[config.mk]
export PLATFORM = sky130hd
export DESIGN_NAME = cam_rgb565_capture_flat
export DESIGN_NICKNAME = d
export VERILOG_FILES = /design/src/rtl/img_pkg.sv /design/src/rtl/cam_rgb565_capture_if.sv /design/src/rtl/rgb565_expand.sv /design/src/rtl/cam_rgb565_capture.sv /design/src/flat_wrapper.sv
export SDC_FILE = /design/constraint.sdc
export NUM_CORES = 1
export LEC_CHECK = 0
export BUFFER_PORTS_ARGS = -buffer_cell sky130_fd_sc_hd__buf_2
export CAP_MARGIN = 20
export CELL_PAD_IN_SITES_DETAIL_PLACEMENT = 0
export CELL_PAD_IN_SITES_GLOBAL_PLACEMENT = 1
export CORE_MARGIN = 5
export CORE_UTILIZATION = 35
export DETAILED_ROUTE_END_ITERATION = 16
export HOLD_SLACK_MARGIN = 0.06
export PLACE_DENSITY_LB_ADDON = 0.1
export SETUP_SLACK_MARGIN = 0.15
export SLEW_MARGIN = 30
export SYNTH_ARGS = -nofsm -noshare
export SYNTH_HDL_FRONTEND = slang
export SYNTH_SLANG_ARGS = --single-unit
[constraint.sdc]
create_clock -name i_clk -period 2.8 [get_ports i_clk]
set_input_delay 0.56 -clock i_clk [delete_from_list [all_inputs] [get_ports i_clk]]
set_output_delay 0.56 -clock i_clk [all_outputs]
set_load 0.02 [all_outputs]
[src/rtl/img_pkg.sv]
// Shared image-pipeline types: RGB pixel payload, capture FSM states, channel indices.
package img_pkg;

  typedef logic [2:0][7:0] rgb_t;

  typedef enum logic [1:0] {
    S_SYNC   = 2'd0,
    S_VBLANK = 2'd1,
    S_HI     = 2'd2,
    S_LO     = 2'd3
  } cap_state_e;

  localparam logic [1:0] CH_R = 2'd2;
  localparam logic [1:0] CH_G = 2'd1;
  localparam logic [1:0] CH_B = 2'd0;

endpackage

[src/rtl/cam_rgb565_capture_if.sv]
// Camera byte bus in, expanded pixel stream out.
// master = camera/sink side of the bench or system, slave = capture block.
interface cam_rgb565_capture_if #(
  parameter int unsigned X_W = 10,
  parameter int unsigned Y_W = 9
);
  import img_pkg::*;

  logic [7:0]     i_data;
  logic           i_hsync;
  logic           i_vsync;
  logic           o_valid;
  rgb_t           o_rgb;
  logic [X_W-1:0] o_x;
  logic [Y_W-1:0] o_y;
  logic           o_sof;
  logic           o_eol;
  logic           o_frame_done;
  logic           o_frame_err;

  modport master (
    output i_data, i_hsync, i_vsync,
    input  o_valid, o_rgb, o_x, o_y, o_sof, o_eol, o_frame_done, o_frame_err
  );

  modport slave (
    input  i_data, i_hsync, i_vsync,
    output o_valid, o_rgb, o_x, o_y, o_sof, o_eol, o_frame_done, o_frame_err
  );

endinterface

[src/rtl/rgb565_expand.sv]
// Combinational RGB565 (hi/lo byte pair) to 3x8-bit RGB expansion.
// CAM_CAPTURE_EXPAND_EN defined: MSB replication into the low bits; undefined: zero padding.
module rgb565_expand
  import img_pkg::*;
(
  input  logic [7:0] hi_i,
  input  logic [7:0] lo_i,
  output rgb_t       rgb_c_o
);

  logic [4:0] r5;
  logic [5:0] g6;
  logic [4:0] b5;

  assign r5 = hi_i[7:3];
  assign g6 = {hi_i[2:0], lo_i[7:5]};
  assign b5 = lo_i[4:0];

  // Widen each channel to 8 bits.
  always_comb begin
    rgb_c_o = '0;
`ifdef CAM_CAPTURE_EXPAND_EN
    rgb_c_o[CH_R] = {r5, r5[4:2]};
    rgb_c_o[CH_G] = {g6, g6[5:4]};
    rgb_c_o[CH_B] = {b5, b5[4:2]};
`else
    rgb_c_o[CH_R] = {r5, 3'b000};
    rgb_c_o[CH_G] = {g6, 2'b00};
    rgb_c_o[CH_B] = {b5, 3'b000};
`endif
  end

endmodule

[src/rtl/cam_rgb565_capture.sv]
// Camera parallel-bus capture: pairs bytes into RGB565 pixels, expands to RGB888,
// tracks x/y and emits frame markers. Partial frames after reset are discarded.
// Expansion style selected by CAM_CAPTURE_EXPAND_EN (see rgb565_expand).
module cam_rgb565_capture
  import img_pkg::*;
#(
  parameter int unsigned IMG_WIDTH  = 640,
  parameter int unsigned IMG_HEIGHT = 480,
  parameter int unsigned X_W        = 10,
  parameter int unsigned Y_W        = 9
) (
  input  logic                i_clk,
  input  logic                i_reset,
  cam_rgb565_capture_if.slave cam_bus
);

  // One extra bit so the counters can sit at the saturation limit.
  localparam int unsigned     XC_W  = X_W + 1;
  localparam int unsigned     YC_W  = Y_W + 1;
  localparam logic [XC_W-1:0] X_LIM = XC_W'(IMG_WIDTH);
  localparam logic [YC_W-1:0] Y_LIM = YC_W'(IMG_HEIGHT);

  cap_state_e      state_q, state_d;
  logic            hsync_q;
  logic [7:0]      hi_q, hi_d;
  logic [XC_W-1:0] x_q, x_d;
  logic [YC_W-1:0] y_q, y_d;
  logic            got_byte_q, got_byte_d;
  logic            valid_q, valid_d;
  rgb_t            rgb_q, rgb_d;
  logic [X_W-1:0]  ox_q, ox_d;
  logic [Y_W-1:0]  oy_q, oy_d;
  logic            sof_q, sof_d;
  logic            eol_q, eol_d;
  logic            done_q, done_d;
  logic            err_q, err_d;
  logic            line_end_c;
  logic            emit_ok_c;
  rgb_t            pix_c;

  rgb565_expand u_expand (
    .hi_i    (hi_q),
    .lo_i    (cam_bus.i_data),
    .rgb_c_o (pix_c)
  );

  assign emit_ok_c = (x_q < X_LIM) && (y_q < Y_LIM);

  // State register.
  always_ff @(posedge i_clk) begin
    if (i_reset) state_q <= S_SYNC;
    else         state_q <= state_d;
  end

  // Next state: vsync always wins inside a frame.
  always_comb begin
    state_d = state_q;
    case (state_q)
      S_SYNC:   if (cam_bus.i_vsync)  state_d = S_VBLANK;
      S_VBLANK: if (!cam_bus.i_vsync) state_d = S_HI;
      S_HI: begin
        if (cam_bus.i_vsync)      state_d = S_VBLANK;
        else if (cam_bus.i_hsync) state_d = S_LO;
      end
      S_LO: begin
        if (cam_bus.i_vsync) state_d = S_VBLANK;
        else                 state_d = S_HI;
      end
      default: state_d = S_SYNC;
    endcase
  end

  // Datapath and output next values.
  always_comb begin
    hi_d       = hi_q;
    x_d        = x_q;
    y_d        = y_q;
    got_byte_d = got_byte_q;
    valid_d    = 1'b0;
    rgb_d      = rgb_q;
    ox_d       = ox_q;
    oy_d       = oy_q;
    sof_d      = 1'b0;
    eol_d      = 1'b0;
    done_d     = 1'b0;
    err_d      = err_q;
    line_end_c = 1'b0;
    case (state_q)
      S_VBLANK: begin
        if (!cam_bus.i_vsync) begin
          x_d        = '0;
          y_d        = '0;
          got_byte_d = 1'b0;
          err_d      = 1'b0;
        end
      end
      S_HI: begin
        if (cam_bus.i_vsync) begin
          done_d = 1'b1;
        end else if (cam_bus.i_hsync) begin
          hi_d       = cam_bus.i_data;
          got_byte_d = 1'b1;
        end else if (hsync_q) begin
          line_end_c = 1'b1;
        end
      end
      S_LO: begin
        if (cam_bus.i_vsync) begin
          done_d = 1'b1;
        end else if (cam_bus.i_hsync) begin
          if (emit_ok_c) begin
            valid_d = 1'b1;
            rgb_d   = pix_c;
            ox_d    = X_W'(x_q);
            oy_d    = Y_W'(y_q);
            sof_d   = (x_q == '0) && (y_q == '0);
            x_d     = x_q + XC_W'(1);
          end else begin
            err_d = 1'b1;
          end
        end else begin
          // Odd byte count: the lone high byte is dropped.
          err_d      = 1'b1;
          line_end_c = 1'b1;
        end
      end
      default: ;
    endcase
    if (line_end_c) begin
      eol_d      = 1'b1;
      x_d        = '0;
      got_byte_d = 1'b0;
      if (got_byte_q && (y_q < Y_LIM)) y_d = y_q + YC_W'(1);
    end
  end

  // Datapath and output registers.
  always_ff @(posedge i_clk) begin
    if (i_reset) begin
      hsync_q    <= 1'b0;
      hi_q       <= '0;
      x_q        <= '0;
      y_q        <= '0;
      got_byte_q <= 1'b0;
      valid_q    <= 1'b0;
      rgb_q      <= '0;
      ox_q       <= '0;
      oy_q       <= '0;
      sof_q      <= 1'b0;
      eol_q      <= 1'b0;
      done_q     <= 1'b0;
      err_q      <= 1'b0;
    end else begin
      hsync_q    <= cam_bus.i_hsync;
      hi_q       <= hi_d;
      x_q        <= x_d;
      y_q        <= y_d;
      got_byte_q <= got_byte_d;
      valid_q    <= valid_d;
      rgb_q      <= rgb_d;
      ox_q       <= ox_d;
      oy_q       <= oy_d;
      sof_q      <= sof_d;
      eol_q      <= eol_d;
      done_q     <= done_d;
      err_q      <= err_d;
    end
  end

  assign cam_bus.o_valid      = valid_q;
  assign cam_bus.o_rgb        = rgb_q;
  assign cam_bus.o_x          = ox_q;
  assign cam_bus.o_y          = oy_q;
  assign cam_bus.o_sof        = sof_q;
  assign cam_bus.o_eol        = eol_q;
  assign cam_bus.o_frame_done = done_q;
  assign cam_bus.o_frame_err  = err_q;

endmodule

[src/flat_wrapper.sv]
// flat-port wrapper written by rule: the top's interface ports become plain ports
module cam_rgb565_capture_flat import img_pkg::*;
#(
  parameter int unsigned IMG_WIDTH  = 640,
  parameter int unsigned IMG_HEIGHT = 480,
  parameter int unsigned X_W        = 10,
  parameter int unsigned Y_W        = 9
)
  (i_clk, i_reset, cam_bus_i_data, cam_bus_i_hsync, cam_bus_i_vsync, cam_bus_o_valid, cam_bus_o_rgb, cam_bus_o_x, cam_bus_o_y, cam_bus_o_sof, cam_bus_o_eol, cam_bus_o_frame_done, cam_bus_o_frame_err);
  cam_rgb565_capture_if #(.X_W(X_W), .Y_W(Y_W)) cam_bus_i ();
  input  logic i_clk;
  input  logic i_reset;
  input wire logic [$bits(cam_bus_i.i_data)-1:0] cam_bus_i_data;
  input wire logic [$bits(cam_bus_i.i_hsync)-1:0] cam_bus_i_hsync;
  input wire logic [$bits(cam_bus_i.i_vsync)-1:0] cam_bus_i_vsync;
  output wire logic [$bits(cam_bus_i.o_valid)-1:0] cam_bus_o_valid;
  output wire logic [$bits(cam_bus_i.o_rgb)-1:0] cam_bus_o_rgb;
  output wire logic [$bits(cam_bus_i.o_x)-1:0] cam_bus_o_x;
  output wire logic [$bits(cam_bus_i.o_y)-1:0] cam_bus_o_y;
  output wire logic [$bits(cam_bus_i.o_sof)-1:0] cam_bus_o_sof;
  output wire logic [$bits(cam_bus_i.o_eol)-1:0] cam_bus_o_eol;
  output wire logic [$bits(cam_bus_i.o_frame_done)-1:0] cam_bus_o_frame_done;
  output wire logic [$bits(cam_bus_i.o_frame_err)-1:0] cam_bus_o_frame_err;
  assign cam_bus_i.i_data = cam_bus_i_data;
  assign cam_bus_i.i_hsync = cam_bus_i_hsync;
  assign cam_bus_i.i_vsync = cam_bus_i_vsync;
  assign cam_bus_o_valid = cam_bus_i.o_valid;
  assign cam_bus_o_rgb = cam_bus_i.o_rgb;
  assign cam_bus_o_x = cam_bus_i.o_x;
  assign cam_bus_o_y = cam_bus_i.o_y;
  assign cam_bus_o_sof = cam_bus_i.o_sof;
  assign cam_bus_o_eol = cam_bus_i.o_eol;
  assign cam_bus_o_frame_done = cam_bus_i.o_frame_done;
  assign cam_bus_o_frame_err = cam_bus_i.o_frame_err;
  cam_rgb565_capture #(.IMG_WIDTH(IMG_WIDTH), .IMG_HEIGHT(IMG_HEIGHT), .X_W(X_W), .Y_W(Y_W)) u_core (.i_clk(i_clk), .i_reset(i_reset), .cam_bus(cam_bus_i));
endmodule
== Yosys cells after proc, flatten, opt, wreduce, memory -nomap -nowiden ==
Cells that the tools add are included.
Cells by class
  divide/modulo/power cells: 0
  bitwise gates (word level): 5
  shifts and indexed selects: 0
  multiply operators: 0
  equal/unequal tests: 12
  reduce and logical (&&, ||, !) cells: 19
  $add $sub $neg: 2
  mux-type cells: 32
  $lt $le $gt $ge: 2
Operators with widths (count)
  11-bit 2-to-1 mux: 4
  10-bit 2-to-1 mux: 4
  11-bit case mux with 2 select lines: 1
  1-bit 2-to-1 mux: 14
  2-bit != test (second input constant): 6
  4-bit AND reduction: 3
  11-bit by 1-bit adder with 11-bit output (second input constant): 1
  11-bit zero test: 1
  11-bit by 10-bit < comparator with 1-bit output (second input constant): 1
  10-bit by 1-bit adder with 10-bit output (second input constant): 1
  10-bit zero test: 1
  10-bit by 9-bit < comparator with 1-bit output (second input constant): 1
  2-bit 2-to-1 mux: 5
  2-bit case mux with 4 select lines: 1
  3-bit != test (second input constant): 2
  1-bit case mux with 2 select lines: 3
  3-bit AND reduction: 2
  2-bit OR reduction: 3
  1-bit inverter: 5
  5-bit AND reduction: 1
  5-bit OR reduction: 1
  2-bit == test (second input constant): 2
  2-bit nonzero test: 2
  4-bit OR reduction: 1
  other kinds (4): 6
Storage, ports and cells
  memories: 0
  latch bits: 0
  logic and storage cells: 88
  memory bits (writable): 0
  register bits after elaboration: 73
  ROM bits: 0

== Logic depth before layout (Yosys ltp) ==
Gate-level depths: netlist (run 1).
  depth after elaboration: 6
  depth in mapped cells: 7
  mapped depth without buffers: 5

== Hierarchy ==
Synthesis (run 1) repeated with hierarchy kept, for this count alone.
Second synthesis, totals
  cell total of the unflattened synthesis: 427
  area total of the unflattened synthesis: 3450.8 um2
By module, submodules not included
  cam_rgb565_capture: area each 3266.9 um2, cells an instance 402, instances 1
  rgb565_expand: area each 183.9 um2, cells an instance 25, instances 1

== Worst setup path before layout (run 1) ==
No wires, ideal clock.
  path type: input to register
  start: input i_reset
  end: register u_core.rgb_q (netlist bit u_core.cam_bus.o_rgb[13])
  setup slack: 1222 ps
  required time: 2668 ps
  setup time: 132 ps
  data arrival time: 1446 ps
  buffers on the path: 3
  stages: 4
  cells stage by stage: clkbuf_1 buf_1 clkbuf_1 a21oi_1
RTL lines
  start: declaration: RTL line flat_wrapper.sv:12  | input logic i_reset;
  end signal: assignment: RTL line cam_rgb565_capture.sv:160  | rgb_q <= rgb_d;
  end: declaration: RTL line cam_rgb565_capture.sv:30  | rgb_t rgb_q, rgb_d;
No word-level cell between the ends.

== Final worst setup path (run 1) ==
  start: register u_core.state_q[0]
  end: register u_core.x_q[5]
Between the ends
  longest elaborated chain between the ends: 3
  elaborated cells between the ends (all ways): 12
RTL lines
  start: declaration: RTL line cam_rgb565_capture.sv:23  | cap_state_e state_q, state_d;
  start signal: assignment: RTL line cam_rgb565_capture.sv:52  | else state_q <= state_d;
  2-bit == test or 2-bit by 1-bit == test with 1-bit output (tied branches): RTL line cam_rgb565_capture.sv:88  | case (state_q)
  2-bit by 1-bit != test with 1-bit output (no source line) (tied with other cells)
  5-bit AND reduction (no source line) or 2-bit OR reduction (tied branches)
  end signal: assignment: RTL line cam_rgb565_capture.sv:142  | x_q <= '0;
  end signal: assignment: RTL line cam_rgb565_capture.sv:156  | x_q <= x_d;
  end: declaration: RTL line cam_rgb565_capture.sv:26  | logic [XC_W-1:0] x_q, x_d;
Several ways; a longest one is shown, not always the timed one.
A chain may end at the register's enable or synchronous reset.

==> impl_metrics.env, run 1 <==
export IMPL_clock_root_buffer="clkbuf_8"
export IMPL_place_gp_congestion=0.756
export IMPL_antenna_found_initial=0
export IMPL_max_slew_margin=0.577
export IMPL_clk_path_buf_depth=2
export IMPL_clkSlewWorstSetupHoldPaths_ps=80
export IMPL_clk_latency_ps=350
export IMPL_fmax_mhz=501
export IMPL_required_ps=3080
export IMPL_holdCritPathClass="reg -> reg"
export IMPL_drt_vias_per_instance=5.05
export IMPL_powerDensity_nw_per_um2=587
export IMPL_tightest_slew_ps=630
export IMPL_yosysUniqueCellTypes=47
export IMPL_grt_pass1_wl_um=13000
export IMPL_core_sq_um=8720
export IMPL_die_h_um=104
export IMPL_grt_pass1_vias=2420
export IMPL_ios=60
export IMPL_cts_htree_levels=3
export IMPL_maxCapViolations=0
export IMPL_cp_max_fo=28
export IMPL_cts_setup_buffers=0
export IMPL_crit_type="reg -> reg"
export IMPL_synth_mux_area_fraction=0
export IMPL_rsz0062_at_grt="no"
export IMPL_setup_viol=0
export IMPL_grt_overflow=0
export IMPL_cp_start_kind="flip-flop"
export IMPL_synthSimpleGateAreaFrac=0.269
export IMPL_start_util=0.358
export IMPL_gr_usage_all_layers=0.146
export IMPL_leakage_nw=1.34
export IMPL_setup_worst_path_end_class="flip-flop"
export IMPL_drc_errors=0
export IMPL_hold_violations=0
export IMPL_ys_seq_area_frac=0.469
export IMPL_synth_cells=373
export IMPL_dp_hpwl_um=5410
export IMPL_die_x_um=104
export IMPL_fin_nets=428
export IMPL_fin_crit_sh=0.714
export IMPL_synth_compound_area_share=0.172
export IMPL_p_total_mw=2.11
export IMPL_synth_ff_type="dfxtp_1"
export IMPL_synthXorXnorAreaFrac=0
export IMPL_min_period_ps=2000
export IMPL_whs_ps=443
export IMPL_firstDrtPassIters=4
export IMPL_cts_resized=0
export IMPL_drive_gt1_frac=0.192
export IMPL_wirelength_um=8150
export IMPL_ir_drop_uv=271
export IMPL_utilization=0.412
export IMPL_outcome="complete, no violations"
export IMPL_ys_warnings_count=0
export IMPL_async_flop_share=0
export IMPL_post_synth_cell_area_avg_sq_um=8.36
export IMPL_clock_sinks=73
export IMPL_vias=2645
export IMPL_synth_edf_count=0
export IMPL_ant_nets=0
export IMPL_clock_skew_ps=12.7
export IMPL_num_rows=34
export IMPL_slew_viol_final=0
export IMPL_synth_top_family_by_area="simple AND/OR/NAND/NOR gates"
export IMPL_dieArea_sq_um=10900
export IMPL_grt_max_degree=42
export IMPL_cts_buffers=9
export IMPL_cts_tree="yes"
export IMPL_drt_iter0_drc=115
export IMPL_num_antenna_cells=0
export IMPL_port_buffers=51
export IMPL_syn_cell_area_sq_um=3120
export IMPL_synth_adder_area_share=0.0160
export IMPL_area_growth_syn_to_layout_pct=15.3
export IMPL_ctsHoldBuffers=0
export IMPL_wl_per_cell_um=15.6
export IMPL_synth_seq_cells=73
export IMPL_fin_tns_setup_ps=0
export IMPL_worstPathArrival_ps=2280
[logic make-up (layout without fill, tap and decap cells)]
group                      Yosys count  after routing
AOI/OAI and AO/OA                   86             86
adders and majority gates            4              4
buffers and inverters               41             77
DFF                                 73             73
other                                1              8
and+or+nand+nor                    168            168
[placed cells by master (no fill, tap or decap), types with 3 or more instances in the layout]
master and instances:
conb_1 8, nand2_1 100, buf_2 51, bufinv_16 3
inv_1 7, and3_1 3, or4_1 4, o211ai_1 6
a31oi_1 11, buf_4 4, a21oi_1 52, a21boi_0 3
ha_1 4, dfxtp_1 73, nor2_1 7, a2bb2oi_1 3
nor3_1 10, nand3_1 11, clkbuf_8 9, a311oi_1 3
nand4_1 9, or3_1 3
[routing by layer]
metal / part of all wire / vias up / track usage
met5: 0 / - / 0
met1: 0.51 / 1216 / 0.211
met3: 0.048 / 10 / 0.0391
met4: 0.013 / 0 / 0.0527
met2: 0.43 / 61 / 0.205
li1: - / 1358 / -
[worst max-delay path, stage by stage (launching register included)]
cell and delay, ps:
dfxtp_1 560, and4bb_2 350, nand4_4 280, buf_4 340, nor3_1 220, a2bb2oi_1 160
[registers in the layout, indices dropped and copies added (netlist names), 2 cells and up]
| register | flops |
|---|---|
| u_core.cam_bus.o_rgb | 16 |
| u_core.cam_bus.o_x | 10 |
| u_core.cam_bus.o_y | 9 |
| u_core.hi_q | 8 |
| u_core.state_q | 2 |
| u_core.x_q | 11 |
| u_core.y_q | 10 |
[per-stage QoR]
stage / std cells / instance area [sq um] / worst slack [ps]
final: 524 / 3600 / 802
after global routing: 524 / 3600 / 661
after CTS: 524 / 3600 / 797
after detailed placement: 509 / 3360 / 717
after global placement: 509 / 3360 / 744
after floorplan: 380 / 3150 / 1220
[cell type report]
cell class / instances / area [sq um]
clock buffer: 10 / 128
timing repair buffer: 55 / 285
multi-input combinational: 266 / 1460
fill: 924 / 5120
inverter: 7 / 26.3
tap: 108 / 135
sequential: 73 / 1460
clock inverter: 5 / 105
[path summary, 6_finish.rpt]
path | start | to | slack [ps] | cells past startpoint
hold / removal | u_core.x_q[10] | u_core.x_q[10] | 440 | 2
hold reg to reg | u_core.x_q[10] | u_core.x_q[10] | 440 | 2
setup reg to reg | u_core.state_q[0] | u_core.x_q[5] | 800 | 5
setup / recovery | u_core.state_q[0] | u_core.x_q[5] | 800 | 5
[cells in the mapped netlist (2+ instances only)]
cell type  instances  share of area
buf_6              4          0.014
nor2b_1            2         0.0040
or3_1              3         0.0060
nand4_4            2          0.014
inv_1              7         0.0084
a31oi_1           11          0.022
nor3_1            10          0.016
buf_2             11          0.018
nor2_1             7         0.0084
o211ai_1           6          0.014
a21boi_0           3         0.0072
ha_1               4          0.016
and4_1             2         0.0056
a2bb2oi_1          3         0.0084
nand2_1          100           0.12
nand4_1            9          0.018
a21oi_1           52          0.083
nor4_1             2         0.0040
buf_4              8          0.019
a311oi_1           3         0.0084
nand3_1           11          0.018
and2_1             2         0.0040
clkbuf_1           9          0.011
buf_1              2         0.0024
dfxtp_1           73           0.47
or4_1              4         0.0096
and3_1             3         0.0060
[power breakdown]
group / internal, mW / switching, mW
logic: 0.0171 / 0.0542
clock network: 0.588 / 0.405
registers: 1.04 / 0.00649
total: 1.65 / 0.466
Note: power is estimated with default switching activity, not from simulation.
==> inputs of run 2 (changes only) <==
- ABC_AREA: default -> 1
- clock period: 2.8 -> 1.8 ns (I/O delays scaled with it)
==> run 2 against run 1 <==
Critical path depth increased by 3; highest routed layer unchanged; sequential power rose by 55%; design area increased by 7.6%; combinational power grew 81%; utilization rose by 0.85 points; count of clock-buffer cells in the layout stayed put; wire length up 3.2%; hold slack got worse by 160 ps.
==> impl_metrics.env, run 2 <==
export IMPL_clock_sinks=73
export IMPL_start_util=0.357
export IMPL_grt_pass1_vias=2863
export IMPL_yosysMostFrequentCell="nand2_1"
export IMPL_setup_viol=0
export IMPL_cts_setup_buffers=0
export IMPL_setup_worst_path_end_class="flip-flop"
export IMPL_hold_violations=0
export IMPL_gr_usage_all_layers=0.154
export IMPL_cp_start_kind="flip-flop"
export IMPL_synth_commonest_cells="nand2_1 (95), dfxtp_1 (73), nand3_1 (64), a21oi_1 (51), nor2_1 (51)"
export IMPL_drt_vias_per_instance=4.76
export IMPL_largest_register_ffs=16
export IMPL_leakage_nw=1.59
export IMPL_ios=60
export IMPL_switching_share=0.230
export IMPL_post_synth_cell_area_avg_sq_um=7.24
export IMPL_fin_tns_setup_ps=0
export IMPL_p_seq_frac=0.515
export IMPL_drive_gt1_frac=0.192
export IMPL_internal_power_mw=2.43
export IMPL_antenna_found_initial=0
export IMPL_num_antenna_cells=0
export IMPL_maxCapViolations=0
export IMPL_grt_overflow=0
export IMPL_whs_ps=278
export IMPL_required_ps=2070
export IMPL_cp_max_fo=47
export IMPL_power_frac_clock=0.444
export IMPL_drc_errors=0
export IMPL_async_flop_share=0
export IMPL_synth_ff_type="dfxtp_1"
export IMPL_synth_edf_count=0
export IMPL_fin_nets=521
export IMPL_port_buffers=51
export IMPL_powerDensity_nw_per_um2=816
export IMPL_worstPathArrival_ps=1770
export IMPL_cts_buffers=9
export IMPL_ys_warnings_count=0
export IMPL_ir_drop_uv=312
export IMPL_final_common_cell="nand2_1"
export IMPL_firstDrtPassIters=4
export IMPL_ys_seq_area_frac=0.445
export IMPL_clk_path_buf_depth=2
export IMPL_fmax_mhz=669
export IMPL_synth_area_leaders="dfxtp_1 (45%), nand2_1 (11%), nand3_1 (9.8%)"
export IMPL_synth_cells=453
export IMPL_comb_power_share=0.041
export IMPL_yosysUniqueCellTypes=26
export IMPL_synth_largest_area_cell="dfxtp_1"
export IMPL_die_h_um=107
export IMPL_layout_common_cells="nand2_1 (95), dfxtp_1 (73), nand3_1 (64)"
export IMPL_cts_htree_levels=3
export IMPL_p_sw_uw=728
export IMPL_wirelength_um=8410
export IMPL_crit_type="reg -> reg"
export IMPL_dieArea_sq_um=11400
export IMPL_clock_root_buffer="clkbuf_8"
export IMPL_die_x_um=107
export IMPL_place_gp_congestion=0.822
export IMPL_synth_top_cell_area_share=0.445
export IMPL_clock_skew_ps=14.6
export IMPL_dp_hpwl_um=5830
export IMPL_slew_viol_final=0
export IMPL_wl_per_cell_um=13.5
export IMPL_area_growth_syn_to_layout_pct=18.0
export IMPL_grt_pass1_wl_um=14100
export IMPL_reg2reg_slack_ps=300
export IMPL_drt_iter0_drc=124
export IMPL_cts_tree="yes"
export IMPL_core_sq_um=9200
export IMPL_synth_seq_cells=73
export IMPL_vias=2955
export IMPL_fin_crit_sh=0.831
export IMPL_ant_nets=0
export IMPL_holdCritPathClass="in -> reg"
export IMPL_clk_latency_ps=350
export IMPL_n_fill_cell=1000
export IMPL_min_period_ps=1500
export IMPL_rsz0062_at_grt="no"
export IMPL_clkSlewWorstSetupHoldPaths_ps=80
export IMPL_syn_cell_area_sq_um=3280
export IMPL_grt_max_degree=48
export IMPL_outcome="complete, no violations"
export IMPL_num_rows=35
run 2: cell count changes after synthesis, moves of 11 or more:
cell | previous run | this run
nor2_1 | 7 | 51
nand3_1 | 11 | 64
a31oi_1 | 11 | 0
inv_1 | 7 | 30
o21ai_0 | 0 | 14
run 2: final timing paths:
kind,start,endpoint,cells past startpoint
max,u_core.x_q[7],u_core.x_q[8],8
min,cam_bus_i_data[5],u_core.hi_q[5],3
max reg2reg,u_core.x_q[7],u_core.x_q[8],8
min reg2reg,u_core.cam_bus.o_frame_err,u_core.cam_bus.o_frame_err,2
run 2: metal layers:
| metal | track usage | vias up | share of wire |
|---|---|---|---|
| met2 | 0.231 | 67 | 0.43 |
| met1 | 0.220 | 1319 | 0.51 |
| li1 | - | 1557 | - |
| met5 | 0 | - | 0 |
| met3 | 0.0307 | 12 | 0.043 |
| met4 | 0.0548 | 0 | 0.014 |
run 2: layout make-up:
class                      instances  area [sq um]  area share
inverter                          34           128      0.0330
clock inverter                     6          82.6      0.0213
multi-input combinational        318          1510       0.389
sequential                        73          1460       0.378
clock buffer                      10           128      0.0330
timing repair buffer              69           428       0.111
tap                              111           139      0.0359
run 2: power by group through the flow:
| stage | Clock (mW) | Sequential, mW | Combinational [mW] |
|---|---|---|---|
| 4_1_cts | 1.45 | 1.63 | 0.130 |
| 3_3_place_gp | 0 | 1.67 | 0.129 |
| 2_1_floorplan | 0 | 1.67 | 0.0882 |
| 3_5_place_dp | 0 | 1.67 | 0.129 |
| 5_1_grt | 1.52 | 1.63 | 0.144 |
| 6_report | 1.40 | 1.63 | 0.129 |
run 2: through the flow:
step / power, mW / worst slack, ps / area, sq um / utilization / instances
floorplan: 1.76 / 472 / 3310 / - / 460
global placement: 1.80 / 234 / 3660 / 0.398 / 605
detailed placement: 1.80 / 180 / 3660 / 0.398 / 605
CTS: 3.21 / 242 / 3870 / 0.420 / 621
global route: 3.29 / 163 / 3870 / 0.421 / 621
finish: 3.16 / 304 / 3870 / 0.421 / 621
run 2: repair_timing:
action | 4_1_cts | 5_1_grt
hold buffers | 0 | 0
endpoints found under the setup margin | 0 | 7
resized for setup | 0 | 2
run 2: worst max-delay path, cell delays in order (launching register included):
cell     delay, ps
dfxtp_1        360
nor2_2         170
nor2_1          50
nor2_1         170
nand3_2        120
buf_12         190
nand2_2        150
nand2_1         70
a21oi_1        110
run 2: cells by family after synthesis:
family / after synthesis / share of synthesized area
AO/OA/AOI/OAI: 73 / 0.114
XOR/XNOR: 6 / 0.0160
adder cells (fa/ha/maj): 4 / 0.0153
buffers and inverters: 69 / 0.108
flip-flops: 73 / 0.445
other: 1 / 0.00114
AND/OR/NAND/NOR: 227 / 0.300
